--- config.mk ---
export PLATFORM = sky130hd
export DESIGN_NAME = sobel_frame_ctrl_flat
export DESIGN_NICKNAME = d
export VERILOG_FILES = /design/src/rtl/sobel_frame_ctrl_if.sv /design/src/rtl/sobel_frame_ctrl.sv /design/src/flat_wrapper.sv
export SDC_FILE = /design/constraint.sdc
export NUM_CORES = 1
export LEC_CHECK = 0
export ABC_AREA = 1
export BUFFER_PORTS_ARGS = -buffer_cell sky130_fd_sc_hd__clkbuf_2
export CORE_ASPECT_RATIO = 0.75
export CORE_MARGIN = 8
export CORE_UTILIZATION = 48
export CTS_CLUSTER_SIZE = 40
export DETAILED_ROUTE_END_ITERATION = 7
export PLACE_DENSITY_LB_ADDON = 0.3
export SYNTH_ARGS = -nofsm -noshare
export SYNTH_HDL_FRONTEND = slang
export SYNTH_SLANG_ARGS = --single-unit
--- constraint.sdc ---
create_clock -name clk -period 2.7 [get_ports clk]
set_input_delay 0.54 -clock clk [delete_from_list [all_inputs] [get_ports clk]]
set_output_delay 0.54 -clock clk [all_outputs]
set_load 0.005 [all_outputs]
--- src/rtl/sobel_frame_ctrl_if.sv ---
// rtl/sobel_frame_ctrl_if.sv - source read, kernel stream and destination write bundle for sobel_frame_ctrl
interface sobel_frame_ctrl_if #(
  parameter int ADDR_W = 19
);
  logic              rd_en_o;
  logic [ADDR_W-1:0] rd_addr_o;
  logic [7:0]        rd_data_i;
  logic [7:0]        k_pix_o;
  logic              k_vld_o;
  logic [7:0]        k_pix_i;
  logic              k_vld_i;
  logic              wr_en_o;
  logic [ADDR_W-1:0] wr_addr_o;
  logic [7:0]        wr_data_o;

  modport master (
    output rd_en_o, rd_addr_o,
    input  rd_data_i,
    output k_pix_o, k_vld_o,
    input  k_pix_i, k_vld_i,
    output wr_en_o, wr_addr_o, wr_data_o
  );

  modport slave (
    input  rd_en_o, rd_addr_o,
    output rd_data_i,
    input  k_pix_o, k_vld_o,
    output k_pix_i, k_vld_i,
    input  wr_en_o, wr_addr_o, wr_data_o
  );
endinterface

--- src/rtl/sobel_frame_ctrl.sv ---
// rtl/sobel_frame_ctrl.sv - frame sequencer feeding the Sobel kernel and storing its results
// Optional DRAIN watchdog enabled by defining SOBEL_CTRL_WATCHDOG_EN.
module sobel_frame_ctrl #(
  parameter int IMG_W     = 640,
  parameter int IMG_H     = 480,
  parameter int ADDR_W    = 19,
  parameter int OUT_COUNT = (IMG_W - 2) * (IMG_H - 2),
  parameter int LINE_GAP  = 0,
  parameter int TIMEOUT   = 1024
) (
  input  logic               clk,
  input  logic               rst,
  input  logic               start_i,
  input  logic               abort_i,
  output logic               busy_o,
  output logic               frame_done_o,
  output logic               err_o,
  sobel_frame_ctrl_if.master fb
);
  localparam int CW = (IMG_W > 1) ? $clog2(IMG_W) : 1;
  localparam int RW = (IMG_H > 1) ? $clog2(IMG_H) : 1;
  localparam int GW = (LINE_GAP > 1) ? $clog2(LINE_GAP) : 1;
  localparam logic [CW-1:0]     COL_LAST = CW'(IMG_W - 1);
  localparam logic [RW-1:0]     ROW_LAST = RW'(IMG_H - 1);
  localparam logic [GW-1:0]     GAP_LAST = GW'((LINE_GAP > 0) ? LINE_GAP - 1 : 0);
  localparam logic [ADDR_W-1:0] OUT_N    = ADDR_W'(OUT_COUNT);

  typedef enum logic [2:0] {S_IDLE, S_FEED, S_GAP, S_DRAIN, S_DONE} state_t;

  state_t            state_q;
  logic [CW-1:0]     col_q;
  logic [RW-1:0]     row_q;
  logic [GW-1:0]     gap_q;
  logic              rd_en_q;
  logic [ADDR_W-1:0] rd_addr_q;
  logic              k_vld_q;
  logic [7:0]        k_pix_q;
  logic              wr_en_q;
  logic [ADDR_W-1:0] wr_addr_q;
  logic [7:0]        wr_data_q;
  logic [ADDR_W-1:0] res_cnt_q, res_cnt_d;
  logic              busy_q, done_q, err_q;
  logic              capture, row_end, last_px, wd_expire;

  always_comb begin
    capture   = 1'b0;
    row_end   = (col_q == COL_LAST);
    last_px   = row_end && (row_q == ROW_LAST);
    if ((state_q == S_FEED) || (state_q == S_GAP) || (state_q == S_DRAIN))
      capture = fb.k_vld_i && (res_cnt_q < OUT_N);
    res_cnt_d = res_cnt_q + {{(ADDR_W-1){1'b0}}, capture};
  end

`ifdef SOBEL_CTRL_WATCHDOG_EN
  localparam int TW = (TIMEOUT > 1) ? $clog2(TIMEOUT) : 1;
  localparam logic [TW-1:0] TO_LAST = TW'(TIMEOUT - 1);
  logic [TW-1:0] wd_q;

  // Any kernel strobe in DRAIN, even a surplus one, proves the kernel is alive.
  always_ff @(posedge clk or negedge rst) begin
    if (!rst)
      wd_q <= '0;
    else if ((state_q != S_DRAIN) || fb.k_vld_i)
      wd_q <= '0;
    else if (wd_q != TO_LAST)
      wd_q <= wd_q + TW'(1);
  end

  assign wd_expire = (state_q == S_DRAIN) && !fb.k_vld_i && (wd_q == TO_LAST);
`else
  assign wd_expire = 1'b0;
`endif

  always_ff @(posedge clk or negedge rst) begin
    if (!rst) begin
      state_q   <= S_IDLE;
      col_q     <= '0;
      row_q     <= '0;
      gap_q     <= '0;
      rd_en_q   <= 1'b0;
      rd_addr_q <= '0;
      k_vld_q   <= 1'b0;
      k_pix_q   <= '0;
      wr_en_q   <= 1'b0;
      wr_addr_q <= '0;
      wr_data_q <= '0;
      res_cnt_q <= '0;
      busy_q    <= 1'b0;
      done_q    <= 1'b0;
      err_q     <= 1'b0;
    end else begin
      k_vld_q   <= rd_en_q;
      k_pix_q   <= fb.rd_data_i;
      wr_en_q   <= capture;
      res_cnt_q <= res_cnt_d;
      done_q    <= 1'b0;
      if (capture) begin
        wr_addr_q <= res_cnt_q;
        wr_data_q <= fb.k_pix_i;
      end

      if (abort_i && (state_q != S_IDLE)) begin
        state_q <= S_IDLE;
        rd_en_q <= 1'b0;
        busy_q  <= 1'b0;
      end else begin
        case (state_q)
          S_IDLE: begin
            if (start_i) begin
              state_q   <= S_FEED;
              col_q     <= '0;
              row_q     <= '0;
              rd_addr_q <= '0;
              res_cnt_q <= '0;
              err_q     <= 1'b0;
              rd_en_q   <= 1'b1;
              busy_q    <= 1'b1;
            end
          end
          S_FEED: begin
            // The address holds at the last pixel so it never wraps.
            if (last_px) begin
              state_q <= S_DRAIN;
              rd_en_q <= 1'b0;
            end else begin
              rd_addr_q <= rd_addr_q + ADDR_W'(1);
              if (row_end) begin
                col_q <= '0;
                row_q <= row_q + RW'(1);
                if (LINE_GAP > 0) begin
                  state_q <= S_GAP;
                  rd_en_q <= 1'b0;
                  gap_q   <= '0;
                end
              end else begin
                col_q <= col_q + CW'(1);
              end
            end
          end
          S_GAP: begin
            if (gap_q == GAP_LAST) begin
              state_q <= S_FEED;
              rd_en_q <= 1'b1;
            end else begin
              gap_q <= gap_q + GW'(1);
            end
          end
          S_DRAIN: begin
            if (res_cnt_d == OUT_N) begin
              state_q <= S_DONE;
              busy_q  <= 1'b0;
              done_q  <= 1'b1;
            end else if (wd_expire) begin
              state_q <= S_DONE;
              busy_q  <= 1'b0;
              done_q  <= 1'b1;
              err_q   <= 1'b1;
            end
          end
          S_DONE:  state_q <= S_IDLE;
          default: state_q <= S_IDLE;
        endcase
      end
    end
  end

  assign busy_o       = busy_q;
  assign frame_done_o = done_q;
  assign err_o        = err_q;
  assign fb.rd_en_o   = rd_en_q;
  assign fb.rd_addr_o = rd_addr_q;
  assign fb.k_vld_o   = k_vld_q;
  assign fb.k_pix_o   = k_pix_q;
  assign fb.wr_en_o   = wr_en_q;
  assign fb.wr_addr_o = wr_addr_q;
  assign fb.wr_data_o = wr_data_q;
endmodule

--- src/flat_wrapper.sv ---
// flat-port wrapper written by rule: the top's interface ports become plain ports
module sobel_frame_ctrl_flat 
#(
  parameter int IMG_W     = 640,
  parameter int IMG_H     = 480,
  parameter int ADDR_W    = 19,
  parameter int OUT_COUNT = (IMG_W - 2) * (IMG_H - 2),
  parameter int LINE_GAP  = 0,
  parameter int TIMEOUT   = 1024
)
  (clk, rst, start_i, abort_i, busy_o, frame_done_o, err_o, fb_rd_en_o, fb_rd_addr_o, fb_rd_data_i, fb_k_pix_o, fb_k_vld_o, fb_k_pix_i, fb_k_vld_i, fb_wr_en_o, fb_wr_addr_o, fb_wr_data_o);
  sobel_frame_ctrl_if #(.ADDR_W(ADDR_W)) fb_i ();
  input  logic clk;
  input  logic rst;
  input  logic start_i;
  input  logic abort_i;
  output logic busy_o;
  output logic frame_done_o;
  output logic err_o;
  output wire logic [$bits(fb_i.rd_en_o)-1:0] fb_rd_en_o;
  output wire logic [$bits(fb_i.rd_addr_o)-1:0] fb_rd_addr_o;
  input wire logic [$bits(fb_i.rd_data_i)-1:0] fb_rd_data_i;
  output wire logic [$bits(fb_i.k_pix_o)-1:0] fb_k_pix_o;
  output wire logic [$bits(fb_i.k_vld_o)-1:0] fb_k_vld_o;
  input wire logic [$bits(fb_i.k_pix_i)-1:0] fb_k_pix_i;
  input wire logic [$bits(fb_i.k_vld_i)-1:0] fb_k_vld_i;
  output wire logic [$bits(fb_i.wr_en_o)-1:0] fb_wr_en_o;
  output wire logic [$bits(fb_i.wr_addr_o)-1:0] fb_wr_addr_o;
  output wire logic [$bits(fb_i.wr_data_o)-1:0] fb_wr_data_o;
  assign fb_rd_en_o = fb_i.rd_en_o;
  assign fb_rd_addr_o = fb_i.rd_addr_o;
  assign fb_i.rd_data_i = fb_rd_data_i;
  assign fb_k_pix_o = fb_i.k_pix_o;
  assign fb_k_vld_o = fb_i.k_vld_o;
  assign fb_i.k_pix_i = fb_k_pix_i;
  assign fb_i.k_vld_i = fb_k_vld_i;
  assign fb_wr_en_o = fb_i.wr_en_o;
  assign fb_wr_addr_o = fb_i.wr_addr_o;
  assign fb_wr_data_o = fb_i.wr_data_o;
  sobel_frame_ctrl #(.IMG_W(IMG_W), .IMG_H(IMG_H), .ADDR_W(ADDR_W), .OUT_COUNT(OUT_COUNT), .LINE_GAP(LINE_GAP), .TIMEOUT(TIMEOUT)) u_core (.clk(clk), .rst(rst), .start_i(start_i), .abort_i(abort_i), .busy_o(busy_o), .frame_done_o(frame_done_o), .err_o(err_o), .fb(fb_i));
endmodule
==> out/summary.log <==
[sta] Min Clock Period, post-route 2.669 ns
[sta] Slew Limit Fails 0
[synth] top-area cell type share of the netlist area 0.4975
[synth] synthesized netlist net count 644
[synth] instance count of the mapped netlist 618
[sta] final hold violations 0
[layout] number of antenna repair diodes 0
[synth] Mapped Avg Cell Area 8.139 um2
[status] run status completed
[critical_path] worst reg2reg path depth 22
[critical_path] Data arrival, critical path 2.91 ns
[synth] Post-Synthesis Cell Area 0.005030 mm2
[critical_path] startpoint kind of the worst setup timing path flop
[layout] number of nets in the layout 750
[floorplan] number of placed I/O pins 81
[placement] RePlAce Congestion 0.8756
[synth] Synth async-reset ratio 1.000
[cts] H-tree lvl count 3
[cts] CTS Sinks 100
[layout] area of all sequential standard cells 0.002505 mm2
[route] total length of routed wires 12040 um
[sta] Period Utilization, post-route 0.9886
[synth] most instantiated flip-flop cell in the synthesis netlist sky130_fd_sc_hd__dfrtp_1
[cts] Skew-Pair Late Insertion Delay 0.34 ns
[synth] post-synth top area cell sky130_fd_sc_hd__dfrtp_1
[floorplan] core region area 0.01025 mm2
[layout] fraction of layout cells with a size suffix above 1 0.2483
[synth] count of state elements after synthesis 100
[sta] Setup TNS Final 0 ns
[route] number of DRC violations after detailed routing 0
[critical_path] R2R Setup Slk 0.03 ns
[route] count of routing violations after the opening detailed-route iteration 301
[sta] final worst setup slack 0.03075 ns
[route] average wire per standard cell 13.92 um
[critical_path] worst-path maximum fanout 7
[synth] count of flip-flops with a built-in enable after synthesis 0
[pwr] worst supply voltage drop on vdd 0.3180 mV
[critical_path] reg2reg start u_core.res_cnt_q[3]
[cts] number of buffers inserted by hold repair at cts 0
[route] number of routed nets with antenna violations 0
[global_route] first-pass GRT wire length 20510 um
[global_route] GRT Overall Usage 0.1740
[floorplan] Die X-Extent 134.2 um
[route] post-DR vias/cell 5.113
[route] TritonRoute pass-1 iters 5
[floorplan] effective utilization at floorplan 0.4907
[sta] maximum operating frequency 374.6 MHz
[critical_path] endpoint required time on the critical path 2.94 ns
[global_route] total congestion overflow after global routing 0
[global_route] via count of the first global-routing pass 4288
[pwr] power density over the cells 754.8 mW/mm2
[placement] Placement Cell Area 0.005744 mm2
[synth] most frequent cells after synthesis sky130_fd_sc_hd__nand2_1, sky130_fd_sc_hd__dfrtp_1, sky130_fd_sc_hd__nor2_1
[cts] TritonCTS clock tree done
[synth] most frequently used cell type in the post-synthesis netlist sky130_fd_sc_hd__nand2_1
[critical_path] worst r2r dst u_core.state_q[0]
[placement] Detail Placement HPWL 8933 um
[layout] filler instances 928
[pwr] reported leakage power 0.002957 uW
[run] Maximum Capacitance Violations 0
[sta] final clock skew 0.008706 ns
[pwr] overall power consumption 4638 uW
[route] Via Count 4423
[placement] setup slack after placement 0.02353 ns
[global_route] pin count of the biggest net entering global routing 51
[global_route] number of antenna violations at the first check in global routing 0
[worst_hold_path] type of the most critical hold path in2async
[cts] Max Buffers Root-to-Sink 2
[cts] total clock buffers created by CTS 9
[synth] count of distinct cell types in the synthesized netlist 43
[sta] setup repair after global routing missed its margin true
[critical_path] Crit Path Category reg2reg
[layout] design area 0.006145 mm2
[floorplan] row count 32
[placement] port buffer count 79
[synth] post-synthesis sequential area ratio 0.4975
[synth] number of warning messages in the yosys log 0
[layout] total area of multi-input combinational cells 0.002283 mm2
[cts] Root Driver sky130_fd_sc_hd__clkbuf_16
[critical_path] nature of the critical path endpoint flop
[synth] biggest area contributors in the synthesized netlist sky130_fd_sc_hd__dfrtp_1, sky130_fd_sc_hd__nand2_1, sky130_fd_sc_hd__nand3_1
[cts] clock-pin slew of the registers on the worst-case setup and hold paths 0.07 ns
[sta] total setup violations reported at the end of the flow 0
[layout] area delta synth->final 22.16%
[sta] worst slack on hold paths 0.1585 ns
[floorplan] overall die height 104.7 um
[floorplan] area of the die 0.01404 mm2
## cells by family after synthesis
family,share of synthesized area
AOI/OAI and AO/OA,0.06567
xor gates and xnor gates,0.02612
adders and majority gates,0.01244
buffers and inverters,0.06915
DFF,0.4975
other,0.0007456
and+or+nand+nor,0.3284
## power by group
part	switching [uW]	internal (uW)	leakage (uW)
clock network	565	681	0.000135
logic	987	520	0.00149
registers	160	1720	0.00133
total	1710	2930	0.00296
## layout make-up
| type | count | area share |
|---|---|---|
| flip-flops and latches | 100 | 0.4077 |
| multi-input cells | 435 | 0.3716 |
| repair buffers | 109 | 0.1034 |
| inverters | 69 | 0.04256 |
| clock buffers | 12 | 0.04174 |
| well taps | 136 | 0.02769 |
| clock inverters | 4 | 0.005294 |
## layer usage
layer  GRT usage  wire [um]  up-vias
met3     0.04115        726       12
met5           0          0        -
met2      0.2747       5554      120
met4     0.05036        163        0
met1      0.2335       5593     2099
li1            -          -     2192
## flip-flops by register name (all words and copies together), names as in the netlist
signal	count
u_core.state_q	3
u_core.fb.rd_addr_o	19
u_core.fb.wr_addr_o	19
u_core.fb.rd_en_o	1
u_core.col_q	10
u_core.busy_o	1
u_core.res_cnt_q	19
u_core.row_q	9
u_core.fb.wr_data_o	8
u_core.fb.k_pix_o	8
u_core.frame_done_o	1
u_core.fb.wr_en_o	1
u_core.fb.k_vld_o	1
## what timing repair did
| action | in CTS | in global routing |
|---|---|---|
| setup buffers | 0 | 7 |
| cloned | 0 | 0 |
| pin swaps | 1 | 20 |
| endpoints found under the setup margin | 2 | 5 |
| hold endpoints to repair | 0 | 0 |
| gates resized for setup | 1 | 14 |
## worst max path at each step
stage / cells past startpoint / from / slack (ns) / endpoint
3_3_place_gp: 19 / fb_k_vld_i / 0.09 / u_core.busy_o
3_5_place_dp: 19 / u_core.res_cnt_q[2] / 0.02 / u_core.state_q[0]
6_report: 22 / u_core.res_cnt_q[3] / 0.03 / u_core.state_q[0]
5_1_grt: 20 / u_core.res_cnt_q[4] / -0.14 / u_core.busy_o
4_1_cts: 19 / u_core.res_cnt_q[2] / 0.003 / u_core.busy_o
2_1_floorplan: 20 / u_core.res_cnt_q[2] / 0.002 / u_core.busy_o
## per-stage QoR
step	util	instances
final	0.5995	865
after global routing	0.5995	865
after CTS	0.5889	858
after detailed placement	0.5604	842
after global placement	0.5604	842
after floorplan	-	618
## layout by cell type, fill, tap and decap left out, types with 10 or more instances in the layout
cell type                  count
sky130_fd_sc_hd__inv_1        63
sky130_fd_sc_hd__clkbuf_2     78
sky130_fd_sc_hd__nand2_2      10
sky130_fd_sc_hd__nor3_1       14
sky130_fd_sc_hd__a21oi_1      26
sky130_fd_sc_hd__nand4_1      10
sky130_fd_sc_hd__nand2_1     156
sky130_fd_sc_hd__o21ai_0      18
sky130_fd_sc_hd__nand3_1      56
sky130_fd_sc_hd__nor2_1       69
sky130_fd_sc_hd__buf_4        30
sky130_fd_sc_hd__dfrtp_1      98
## worst max-delay path: stages, from the launching register on
cell and delay (ns):
sky130_fd_sc_hd__dfrtp_1 0.40, sky130_fd_sc_hd__nor3_4 0.06, sky130_fd_sc_hd__o211ai_1 0.19, sky130_fd_sc_hd__a21oi_1 0.11, sky130_fd_sc_hd__o21ai_2 0.16, sky130_fd_sc_hd__nand2_2 0.10, sky130_fd_sc_hd__ha_4 0.19, sky130_fd_sc_hd__ha_4 0.17
sky130_fd_sc_hd__nand3_4 0.10, sky130_fd_sc_hd__inv_4 0.07, sky130_fd_sc_hd__buf_4 0.13, sky130_fd_sc_hd__nand2_1 0.05, sky130_fd_sc_hd__nand2_1 0.06, sky130_fd_sc_hd__nor2_1 0.08, sky130_fd_sc_hd__nand2_1 0.07, sky130_fd_sc_hd__nor2_1 0.09
sky130_fd_sc_hd__nand2_1 0.07, sky130_fd_sc_hd__nor2_2 0.12, sky130_fd_sc_hd__nand2_2 0.09, sky130_fd_sc_hd__nand2_4 0.08, sky130_fd_sc_hd__nand2_1 0.05, sky130_fd_sc_hd__nand2_1 0.06, sky130_fd_sc_hd__nand2_1 0.05
No activity file was read; power rests on OpenSTA's default activity.
